### src/rtl/cdma_arb_pkg.sv
// cdma_arb_pkg: shared FSM state encodings and owner constants for the CDMA AXI arbiter
package cdma_arb_pkg;
  typedef enum logic [1:0] {W_IDLE, W_DATA, W_RESP} wr_state_t;
  typedef enum logic {R_IDLE, R_DATA} rd_state_t;
  localparam logic PORT0 = 1'b0;
  localparam logic PORT1 = 1'b1;
endpackage

### src/rtl/rr_arb2.sv
// rr_arb2: two-request round-robin arbiter
//   aclk/aresetn : clock, asynchronous active-low reset
//   req[1:0]     : requests (already masked by the caller when not arbitrating)
//   advance      : grant accepted; pointer flips to favour the other port
//   grant[1:0]   : one-hot grant, held stable while the granted request stays up
module rr_arb2 (
  input  logic       aclk,
  input  logic       aresetn,
  input  logic [1:0] req,
  input  logic       advance,
  output logic [1:0] grant
);
  logic       ptr, held;
  logic [1:0] held_g, raw_g;
  // once a grant is shown without being taken it is frozen, so a late
  // request from the other port cannot steal a pending AXI valid
  always_comb begin
    raw_g = (&req) ? (ptr ? 2'b10 : 2'b01) : req;
    grant = held ? (held_g & req) : raw_g;
  end
  always_ff @(posedge aclk or negedge aresetn)
    if (!aresetn) begin
      ptr    <= 1'b0;
      held   <= 1'b0;
      held_g <= 2'b00;
    end else begin
      if (advance) ptr <= grant[0];
      held   <= (|grant) && !advance;
      held_g <= grant;
    end
endmodule

### src/rtl/cdma_axi_arbiter.sv
// cdma_axi_arbiter: shares one AXI4 master between the CDMA engine (s0) and the debug/loader (s1)
//   aclk/aresetn : clock, asynchronous active-low reset
//   s0_axi_*     : AXI4 slave port, requester 0 (CDMA engine)
//   s1_axi_*     : AXI4 slave port, requester 1 (debug/loader)
//   m_axi_*      : shared AXI4 master port
//   wr_owner/wr_busy, rd_owner/rd_busy : current burst ownership
//   CDMA_ADDR_REMAP_EN : when defined, forces address MSB high (CDMA high window)
module cdma_axi_arbiter
  import cdma_arb_pkg::*;
#(
  parameter int ADDR_WIDTH = 32,
  parameter int DATA_WIDTH = 64,
  parameter int ID_WIDTH   = 4
) (
  input  logic                    aclk,
  input  logic                    aresetn,
  input  logic [ID_WIDTH-1:0]     s0_axi_awid,
  input  logic [ADDR_WIDTH-1:0]   s0_axi_awaddr,
  input  logic [7:0]              s0_axi_awlen,
  input  logic [2:0]              s0_axi_awsize,
  input  logic [1:0]              s0_axi_awburst,
  input  logic                    s0_axi_awlock,
  input  logic [3:0]              s0_axi_awcache,
  input  logic [2:0]              s0_axi_awprot,
  input  logic                    s0_axi_awvalid,
  output logic                    s0_axi_awready,
  input  logic [DATA_WIDTH-1:0]   s0_axi_wdata,
  input  logic [DATA_WIDTH/8-1:0] s0_axi_wstrb,
  input  logic                    s0_axi_wlast,
  input  logic                    s0_axi_wvalid,
  output logic                    s0_axi_wready,
  output logic [ID_WIDTH-1:0]     s0_axi_bid,
  output logic [1:0]              s0_axi_bresp,
  output logic                    s0_axi_bvalid,
  input  logic                    s0_axi_bready,
  input  logic [ID_WIDTH-1:0]     s0_axi_arid,
  input  logic [ADDR_WIDTH-1:0]   s0_axi_araddr,
  input  logic [7:0]              s0_axi_arlen,
  input  logic [2:0]              s0_axi_arsize,
  input  logic [1:0]              s0_axi_arburst,
  input  logic                    s0_axi_arlock,
  input  logic [3:0]              s0_axi_arcache,
  input  logic [2:0]              s0_axi_arprot,
  input  logic [3:0]              s0_axi_arqos,
  input  logic                    s0_axi_arvalid,
  output logic                    s0_axi_arready,
  output logic [ID_WIDTH-1:0]     s0_axi_rid,
  output logic [DATA_WIDTH-1:0]   s0_axi_rdata,
  output logic [1:0]              s0_axi_rresp,
  output logic                    s0_axi_rlast,
  output logic                    s0_axi_rvalid,
  input  logic                    s0_axi_rready,
  input  logic [ID_WIDTH-1:0]     s1_axi_awid,
  input  logic [ADDR_WIDTH-1:0]   s1_axi_awaddr,
  input  logic [7:0]              s1_axi_awlen,
  input  logic [2:0]              s1_axi_awsize,
  input  logic [1:0]              s1_axi_awburst,
  input  logic                    s1_axi_awlock,
  input  logic [3:0]              s1_axi_awcache,
  input  logic [2:0]              s1_axi_awprot,
  input  logic                    s1_axi_awvalid,
  output logic                    s1_axi_awready,
  input  logic [DATA_WIDTH-1:0]   s1_axi_wdata,
  input  logic [DATA_WIDTH/8-1:0] s1_axi_wstrb,
  input  logic                    s1_axi_wlast,
  input  logic                    s1_axi_wvalid,
  output logic                    s1_axi_wready,
  output logic [ID_WIDTH-1:0]     s1_axi_bid,
  output logic [1:0]              s1_axi_bresp,
  output logic                    s1_axi_bvalid,
  input  logic                    s1_axi_bready,
  input  logic [ID_WIDTH-1:0]     s1_axi_arid,
  input  logic [ADDR_WIDTH-1:0]   s1_axi_araddr,
  input  logic [7:0]              s1_axi_arlen,
  input  logic [2:0]              s1_axi_arsize,
  input  logic [1:0]              s1_axi_arburst,
  input  logic                    s1_axi_arlock,
  input  logic [3:0]              s1_axi_arcache,
  input  logic [2:0]              s1_axi_arprot,
  input  logic [3:0]              s1_axi_arqos,
  input  logic                    s1_axi_arvalid,
  output logic                    s1_axi_arready,
  output logic [ID_WIDTH-1:0]     s1_axi_rid,
  output logic [DATA_WIDTH-1:0]   s1_axi_rdata,
  output logic [1:0]              s1_axi_rresp,
  output logic                    s1_axi_rlast,
  output logic                    s1_axi_rvalid,
  input  logic                    s1_axi_rready,
  output logic [ID_WIDTH-1:0]     m_axi_awid,
  output logic [ADDR_WIDTH-1:0]   m_axi_awaddr,
  output logic [7:0]              m_axi_awlen,
  output logic [2:0]              m_axi_awsize,
  output logic [1:0]              m_axi_awburst,
  output logic                    m_axi_awlock,
  output logic [3:0]              m_axi_awcache,
  output logic [2:0]              m_axi_awprot,
  output logic [3:0]              m_axi_awqos,
  output logic                    m_axi_awvalid,
  input  logic                    m_axi_awready,
  output logic [DATA_WIDTH-1:0]   m_axi_wdata,
  output logic [DATA_WIDTH/8-1:0] m_axi_wstrb,
  output logic                    m_axi_wlast,
  output logic                    m_axi_wvalid,
  input  logic                    m_axi_wready,
  input  logic [ID_WIDTH-1:0]     m_axi_bid,
  input  logic [1:0]              m_axi_bresp,
  input  logic                    m_axi_bvalid,
  output logic                    m_axi_bready,
  output logic [ID_WIDTH-1:0]     m_axi_arid,
  output logic [ADDR_WIDTH-1:0]   m_axi_araddr,
  output logic [7:0]              m_axi_arlen,
  output logic [2:0]              m_axi_arsize,
  output logic [1:0]              m_axi_arburst,
  output logic                    m_axi_arlock,
  output logic [3:0]              m_axi_arcache,
  output logic [2:0]              m_axi_arprot,
  output logic [3:0]              m_axi_arqos,
  output logic                    m_axi_arvalid,
  input  logic                    m_axi_arready,
  input  logic [ID_WIDTH-1:0]     m_axi_rid,
  input  logic [DATA_WIDTH-1:0]   m_axi_rdata,
  input  logic [1:0]              m_axi_rresp,
  input  logic                    m_axi_rlast,
  input  logic                    m_axi_rvalid,
  output logic                    m_axi_rready,
  output logic                    wr_owner,
  output logic                    wr_busy,
  output logic                    rd_owner,
  output logic                    rd_busy
);
  wr_state_t             w_state, w_next;
  rd_state_t             r_state, r_next;
  logic                  w_own, r_own, aw_sel, ar_sel;
  logic                  aw_hs, w_hs, b_hs, ar_hs, r_hs, w_act, b_act, r_act;
  logic [1:0]            aw_req, aw_g, ar_req, ar_g;
  logic [ADDR_WIDTH-1:0] aw_addr, ar_addr;
  // requests are masked by reset so every valid/ready output drops asynchronously
  assign aw_req = {s1_axi_awvalid, s0_axi_awvalid} & {2{aresetn && w_state == W_IDLE}};
  assign ar_req = {s1_axi_arvalid, s0_axi_arvalid} & {2{aresetn && r_state == R_IDLE}};
  rr_arb2 u_aw_arb (.aclk(aclk), .aresetn(aresetn), .req(aw_req), .advance(aw_hs), .grant(aw_g));
  rr_arb2 u_ar_arb (.aclk(aclk), .aresetn(aresetn), .req(ar_req), .advance(ar_hs), .grant(ar_g));
  assign aw_sel = aw_g[1];
  assign ar_sel = ar_g[1];
  assign w_act  = w_state == W_DATA;
  assign b_act  = w_state == W_RESP;
  assign r_act  = r_state == R_DATA;
  assign m_axi_awvalid  = |aw_g;
  assign s0_axi_awready = aw_g[0] & m_axi_awready;
  assign s1_axi_awready = aw_g[1] & m_axi_awready;
  assign aw_hs          = m_axi_awvalid & m_axi_awready;
  assign m_axi_awid     = aw_sel ? s1_axi_awid    : s0_axi_awid;
  assign aw_addr        = aw_sel ? s1_axi_awaddr  : s0_axi_awaddr;
  assign m_axi_awlen    = aw_sel ? s1_axi_awlen   : s0_axi_awlen;
  assign m_axi_awsize   = aw_sel ? s1_axi_awsize  : s0_axi_awsize;
  assign m_axi_awburst  = aw_sel ? s1_axi_awburst : s0_axi_awburst;
  assign m_axi_awlock   = aw_sel ? s1_axi_awlock  : s0_axi_awlock;
  assign m_axi_awcache  = aw_sel ? s1_axi_awcache : s0_axi_awcache;
  assign m_axi_awprot   = aw_sel ? s1_axi_awprot  : s0_axi_awprot;
  assign m_axi_awqos    = 4'd0;
  assign m_axi_wvalid   = w_act & (w_own ? s1_axi_wvalid : s0_axi_wvalid);
  assign s0_axi_wready  = w_act & ~w_own & m_axi_wready;
  assign s1_axi_wready  = w_act & w_own & m_axi_wready;
  assign m_axi_wdata    = w_own ? s1_axi_wdata : s0_axi_wdata;
  assign m_axi_wstrb    = w_own ? s1_axi_wstrb : s0_axi_wstrb;
  assign m_axi_wlast    = w_own ? s1_axi_wlast : s0_axi_wlast;
  assign w_hs           = m_axi_wvalid & m_axi_wready;
  assign s0_axi_bvalid  = b_act & ~w_own & m_axi_bvalid;
  assign s1_axi_bvalid  = b_act & w_own & m_axi_bvalid;
  assign m_axi_bready   = b_act & (w_own ? s1_axi_bready : s0_axi_bready);
  assign s0_axi_bid     = m_axi_bid;
  assign s1_axi_bid     = m_axi_bid;
  assign s0_axi_bresp   = m_axi_bresp;
  assign s1_axi_bresp   = m_axi_bresp;
  assign b_hs           = m_axi_bvalid & m_axi_bready;
  assign m_axi_arvalid  = |ar_g;
  assign s0_axi_arready = ar_g[0] & m_axi_arready;
  assign s1_axi_arready = ar_g[1] & m_axi_arready;
  assign ar_hs          = m_axi_arvalid & m_axi_arready;
  assign m_axi_arid     = ar_sel ? s1_axi_arid    : s0_axi_arid;
  assign ar_addr        = ar_sel ? s1_axi_araddr  : s0_axi_araddr;
  assign m_axi_arlen    = ar_sel ? s1_axi_arlen   : s0_axi_arlen;
  assign m_axi_arsize   = ar_sel ? s1_axi_arsize  : s0_axi_arsize;
  assign m_axi_arburst  = ar_sel ? s1_axi_arburst : s0_axi_arburst;
  assign m_axi_arlock   = ar_sel ? s1_axi_arlock  : s0_axi_arlock;
  assign m_axi_arcache  = ar_sel ? s1_axi_arcache : s0_axi_arcache;
  assign m_axi_arprot   = ar_sel ? s1_axi_arprot  : s0_axi_arprot;
  assign m_axi_arqos    = ar_sel ? s1_axi_arqos   : s0_axi_arqos;
  assign s0_axi_rvalid  = r_act & ~r_own & m_axi_rvalid;
  assign s1_axi_rvalid  = r_act & r_own & m_axi_rvalid;
  assign m_axi_rready   = r_act & (r_own ? s1_axi_rready : s0_axi_rready);
  assign s0_axi_rid     = m_axi_rid;
  assign s1_axi_rid     = m_axi_rid;
  assign s0_axi_rdata   = m_axi_rdata;
  assign s1_axi_rdata   = m_axi_rdata;
  assign s0_axi_rresp   = m_axi_rresp;
  assign s1_axi_rresp   = m_axi_rresp;
  assign s0_axi_rlast   = m_axi_rlast;
  assign s1_axi_rlast   = m_axi_rlast;
  assign r_hs           = m_axi_rvalid & m_axi_rready;
`ifdef CDMA_ADDR_REMAP_EN
  assign m_axi_awaddr = {1'b1, aw_addr[ADDR_WIDTH-2:0]};
  assign m_axi_araddr = {1'b1, ar_addr[ADDR_WIDTH-2:0]};
`else
  assign m_axi_awaddr = aw_addr;
  assign m_axi_araddr = ar_addr;
`endif
  assign wr_owner = w_own;
  assign rd_owner = r_own;
  assign wr_busy  = w_state != W_IDLE;
  assign rd_busy  = r_state != R_IDLE;
  always_comb begin
    w_next = (w_state == W_IDLE && aw_hs) ? W_DATA :
             (w_act && w_hs && m_axi_wlast) ? W_RESP :
             (b_act && b_hs) ? W_IDLE : w_state;
    r_next = (r_state == R_IDLE && ar_hs) ? R_DATA :
             (r_act && r_hs && m_axi_rlast) ? R_IDLE : r_state;
  end
  always_ff @(posedge aclk or negedge aresetn)
    if (!aresetn) begin
      w_state <= W_IDLE;
      r_state <= R_IDLE;
      w_own   <= PORT0;
      r_own   <= PORT0;
    end else begin
      w_state <= w_next;
      r_state <= r_next;
      if (aw_hs) w_own <= aw_sel ? PORT1 : PORT0;
      if (ar_hs) r_own <= ar_sel ? PORT1 : PORT0;
    end
endmodule

### config.mk
export PLATFORM = sky130hd
export DESIGN_NAME = cdma_axi_arbiter
export DESIGN_NICKNAME = d
export VERILOG_FILES = /design/src/rtl/cdma_arb_pkg.sv /design/src/rtl/rr_arb2.sv /design/src/rtl/cdma_axi_arbiter.sv
export SDC_FILE = /design/constraint.sdc
export NUM_CORES = 1
export LEC_CHECK = 0
export BUFFER_PORTS_ARGS = -buffer_cell sky130_fd_sc_hd__buf_4
export CORE_AREA = 3 3 323 325
export DETAILED_ROUTE_END_ITERATION = 10
export DIE_AREA = 0 0 326 328
export GPL_ROUTABILITY_DRIVEN = 0
export HOLD_SLACK_MARGIN = 0.06
export PLACE_DENSITY = 0.3
export SLEW_MARGIN = 20
export SYNTH_ARGS = -nofsm -noshare
export SYNTH_HDL_FRONTEND = slang
export SYNTH_HIERARCHICAL = 1
export SYNTH_SLANG_ARGS = --single-unit
### constraint.sdc
create_clock -name aclk -period 2.6 [get_ports aclk]
set_clock_uncertainty 0.2 [all_clocks]
set_input_delay 0.52 -clock aclk [delete_from_list [all_inputs] [get_ports aclk]]
set_output_delay 0.52 -clock aclk [all_outputs]
set_load 0.02 [all_outputs]
==> impl_results.html <==
<table>
<tr><th>Metric</th><th>Value</th></tr>
<tr><th colspan="2">STA</th></tr>
<tr><td>Crit path setup slack, layout</td><td>-0.542 ns</td></tr>
<tr><td>Post-layout min period</td><td>3.14 ns</td></tr>
<tr><td>Final setup violating endpoints</td><td>between 100 and 150</td></tr>
<tr><td>Hold Slack</td><td>0.288 ns</td></tr>
<tr><td>Post-route fraction of the period consumed by the critical path</td><td>121%</td></tr>
<tr><td>Highest clock rate</td><td>318 MHz</td></tr>
<tr><td>RSZ-0062 raised after global routing</td><td>true</td></tr>
<tr><td>Hold Fails Final Rpt</td><td>0</td></tr>
<tr><td>Final max-slew violation count</td><td>0</td></tr>
<tr><th colspan="2">Yosys</th></tr>
<tr><td>Area of the mapped netlist</td><td>0.00423 mm2</td></tr>
<tr><td>Synth top area cells</td><td>mux2_2, buf_4, dfrtp_1, mux2_4, buf_6</td></tr>
<tr><td>Yosys cell types</td><td>32</td></tr>
<tr><td>Avg Cell Area, Syn</td><td>9.44 um2</td></tr>
<tr><td>Share of Yosys cell area claimed by the top area cell type</td><td>49.3%</td></tr>
<tr><td>Yosys synthesis warning count</td><td>6</td></tr>
<tr><td>Register bit count reported by yosys</td><td>13</td></tr>
<tr><td>Part of the Yosys area used for sequential elements</td><td>7.69%</td></tr>
<tr><td>Synthesized instance count</td><td>448</td></tr>
<tr><td>Cell type with the largest total area after synthesis</td><td>mux2_2</td></tr>
<tr><th colspan="2">Cells and area</th></tr>
<tr><td>Fill cell total of the finished layout</td><td>11800</td></tr>
<tr><td>Synthesis-to-finish area growth</td><td>153%</td></tr>
<tr><td>End-of-flow core utilization</td><td>10.5%</td></tr>
<tr><td>Nets</td><td>1424</td></tr>
<tr><td>Fraction of layout instances using a drive strength above 1</td><td>93.9%</td></tr>
<tr><th colspan="2">Critical path</th></tr>
<tr><td>Worst Path Class, Setup</td><td>reg2out</td></tr>
<tr><td>Critical-path maximum fanout</td><td>16</td></tr>
<tr><td>CP endpoint kind</td><td>primary output</td></tr>
<tr><td>Library cell contributing the largest single delay on the critical path</td><td>dfrtp_1</td></tr>
<tr><td>Worst-case register-to-register setup slack</td><td>0.16 ns</td></tr>
<tr><td>Worst path bufs/invs</td><td>4</td></tr>
<tr><td>Most used cell along the critical path</td><td>buf_12</td></tr>
<tr><td>Slowest stage delay, CP</td><td>around 0.40 ns</td></tr>
<tr><td>Data arrival time at the worst-slack endpoint</td><td>2.42 ns</td></tr>
<tr><td>Top cell family by delay on the critical path</td><td>buffers and inverters</td></tr>
<tr><td>Crit path cell chain</td><td>nor2_4 -&gt; buf_6 -&gt; and3_4 -&gt; o21ai_4 -&gt; a31oi_4 -&gt; buf_12 -&gt; buf_12 -&gt; mux2_2 -&gt; buf_4</td></tr>
<tr><td>Required time worst endpoint</td><td>1.88 ns</td></tr>
<tr><td>Type of origin of the critical path</td><td>register</td></tr>
<tr><th colspan="2">Routing</th></tr>
<tr><td>Via-to-Cell Ratio</td><td>2.31</td></tr>
<tr><td>Routed Antenna Nets</td><td>0</td></tr>
<tr><td>Detailed router's first-iteration violation count</td><td>110</td></tr>
<tr><td>Detailed-routing iteration count for the pre-antenna-repair pass</td><td>4</td></tr>
<tr><td>Detailed-route wire length</td><td>36100 um</td></tr>
<tr><td>Post-detailed-route DRC marker count</td><td>0</td></tr>
<tr><td>Vias after detailed routing</td><td>5349</td></tr>
<tr><td>Wire per inst</td><td>roughly 16 um</td></tr>
<tr><th colspan="2">GRT</th></tr>
<tr><td>Number of antenna violations at the first check in global routing</td><td>17</td></tr>
<tr><td>Largest net degree at the start of global routing</td><td>19</td></tr>
<tr><td>Number of global-route vias before repair</td><td>5965</td></tr>
<tr><td>Global-route wire length before repair</td><td>46600 um</td></tr>
<tr><td>Overall routing resource usage</td><td>6.25%</td></tr>
<tr><td>Gr ovfl total</td><td>0</td></tr>
<tr><th colspan="2">Min path</th></tr>
<tr><td>Hold Crit Class</td><td>in2reg</td></tr>
<tr><th colspan="2">Clock tree</th></tr>
<tr><td>Number of buffers between clock root and the deepest sink</td><td>2</td></tr>
<tr><td>Number of H-tree levels</td><td>1</td></tr>
<tr><td>Clock root cell</td><td>clkbuf_16</td></tr>
<tr><td>Clk sink count</td><td>13</td></tr>
<tr><td>Clock buffer count from CTS</td><td>3</td></tr>
<tr><td>TritonCTS clock tree</td><td>yes</td></tr>
<tr><td>Later-pin clock latency in the skew report</td><td>0.27 ns</td></tr>
<tr><td>CTS clk-pin slew, worst paths</td><td>0.07 ns</td></tr>
<tr><th colspan="2">Placement</th></tr>
<tr><td>Pre-CTS setup slack</td><td>-0.602 ns</td></tr>
<tr><td>Half-perimeter wire length after placement</td><td>32600 um</td></tr>
<tr><td>Port-buffer cells</td><td>611</td></tr>
<tr><th colspan="2">Floorplanning</th></tr>
<tr><td>Std-Cell Core Area</td><td>0.102 mm2</td></tr>
<tr><td>Initial cell density of the core</td><td>4.16%</td></tr>
<tr><td>Boundary Pins</td><td>844</td></tr>
<tr><td>Floorplan row count</td><td>between 100 and 150</td></tr>
<tr><td>Chip height</td><td>328 um</td></tr>
<tr><td>Die W</td><td>326 um</td></tr>
<tr><td>Die area</td><td>0.107 mm2</td></tr>
<tr><th colspan="2">Power</th></tr>
<tr><td>Power density cells</td><td>about 550 mW/mm2</td></tr>
<tr><td>Max IR drop VDD</td><td>394 uV</td></tr>
<tr><td>Leak Pwr</td><td>roughly 0.0048 uW</td></tr>
<tr><th colspan="2">Run</th></tr>
<tr><td>Max-cap violations</td><td>0</td></tr>
<tr><th colspan="2">Status</th></tr>
<tr><td>Failing checks</td><td>negative setup slack</td></tr>
<tr><td>Status</td><td>complete, but fails checks</td></tr>
</table>
## synthesized netlist by cell type (all sizes together)
library cell	n
nand4b	3
o21bai	1
and3	3
nand2	4
a21o	1
mux2i	3
a31oi	5
mux2	191
a21oi	5
dfrtp	13
and2	4
nor2b	3
conb	1
buf	181
or2	2
o22a	1
nand2b	1
nor3	3
o21ai	7
and3b	2
nor2	4
inv	8
o21a	1
nand3	1
## sequential cells by signal, summed over array words and instances, names as in the netlist
name	cells
rd_busy	1
w_state	2
u_aw_arb/ptr	1
wr_owner	1
rd_owner	1
u_ar_arb/held_g	2
u_aw_arb/held	1
u_aw_arb/held_g	2
u_ar_arb/ptr	1
u_ar_arb/held	1
## power by group
part / leakage, uW / total, uW / switching (uW) / internal (uW)
clock: 0.0000409 / 348 / 140 / 208
combinational: 0.00460 / 5100 / 2390 / 2710
sequential: 0.000163 / 417 / 134 / 283
## path summary, 6_finish.rpt
| check | startpoint | endpoint | cells after the start |
|---|---|---|---|
| worst min register to register | u_ar_arb/ptr$_DFFE_PN0P_ | u_ar_arb/held_g[0]$_DFF_PN0_ | 1 |
| worst min-delay path | m_axi_wready | w_state[0]$_DFFE_PN0P_ | 2 |
| worst max register to register | w_state[1]$_DFFE_PN0P_ | w_state[0]$_DFFE_PN0P_ | 11 |
| min in group asynchronous | aresetn | rd_owner$_DFFE_PN0N_ | 3 |
| worst max-delay path | w_state[1]$_DFFE_PN0P_ | m_axi_awlen[2] | 9 |
| max in group asynchronous | aresetn | wr_owner$_DFFE_PN0N_ | 3 |
## logic make-up (layout without fill, tap and decap cells)
family / Yosys count / after routing / share of synthesized area [%]
other cells: 1 / 8 / 0.0887
buf+inv: 189 / 685 / 32.6
simple gates: 30 / 30 / 4.26
compound gates: 21 / 21 / 3.26
flops: 13 / 13 / 7.69
mux: 194 / 194 / 52.1
## metrics by stage
stage | TNS, ns | instance area [um2] | std cells | total power, uW
floorplan | 0 | 4240 | 451 | 3100
finish | -38.74 | 10700 | 2319 | 5860
detailed placement | -37.90 | 9680 | 2290 | 5070
global placement | -35.43 | 9680 | 2290 | 5100
CTS | -45.08 | 10700 | 2319 | 6020
global route | -50.56 | 10700 | 2318 | 6230
## area by class of cell
class / count / area, um2 / share of cell area [%]
Inverter: 8 / 30.0 / 0.281
Clock buffer: 3 / 75.1 / 0.703
Timing Repair Buffer: 673 / 5660 / 53.0
Antenna cell: 4 / 10.0 / 0.0937
Multi-Input combinational cell: 249 / 2860 / 26.8
Clock inverter: 1 / 5.00 / 0.0469
Tap cell: 1368 / 1710 / 16.0
Sequential cell: 13 / 329 / 3.08
## placed cells by master (no fill, tap or decap), types with 3 or more instances in the layout
master	count
mux2_2	122
conb_1	4
a31oi_2	3
diode_2	4
and2_4	3
nor2b_1	3
dfrtp_1	12
buf_16	4
nor2_1	3
buf_4	568
mux2i_1	3
buf_12	16
mux2_4	69
nor3_1	3
inv_1	6
nand2_1	4
nand4b_1	3
a21oi_1	5
clkbuf_16	3
buf_8	3
buf_6	81
## worst register-to-register path: cells and delay by family (launching register included)
| kind | cells | cell delay [ns] |
|---|---|---|
| buf+inv | 5 | 0.65 |
| simple gates | 2 | 0.48 |
| compound gates | 4 | 0.56 |
| flops | 1 | 0.40 |
## repair_timing
action	4_1_cts	5_1_grt
hold endpoints to repair	13	0
setup endpoints to repair	124	125
buffers inserted	18	2
hold buffers	1	0
cloned	7	0
pin swaps	0	1
resized for setup	146	29
## per-layer routing
layer	part of all wire, %	GRT usage (%)	routed length (um)	vias up
met5	0.14	0	51	-
met4	3.7	1.97	1360	8
met3	14	3.62	4970	53
met2	46	10.3	16700	518
met1	36	6.69	13000	2373
li1	-	-	-	2397
No activity file was read; power rests on OpenSTA's default activity.
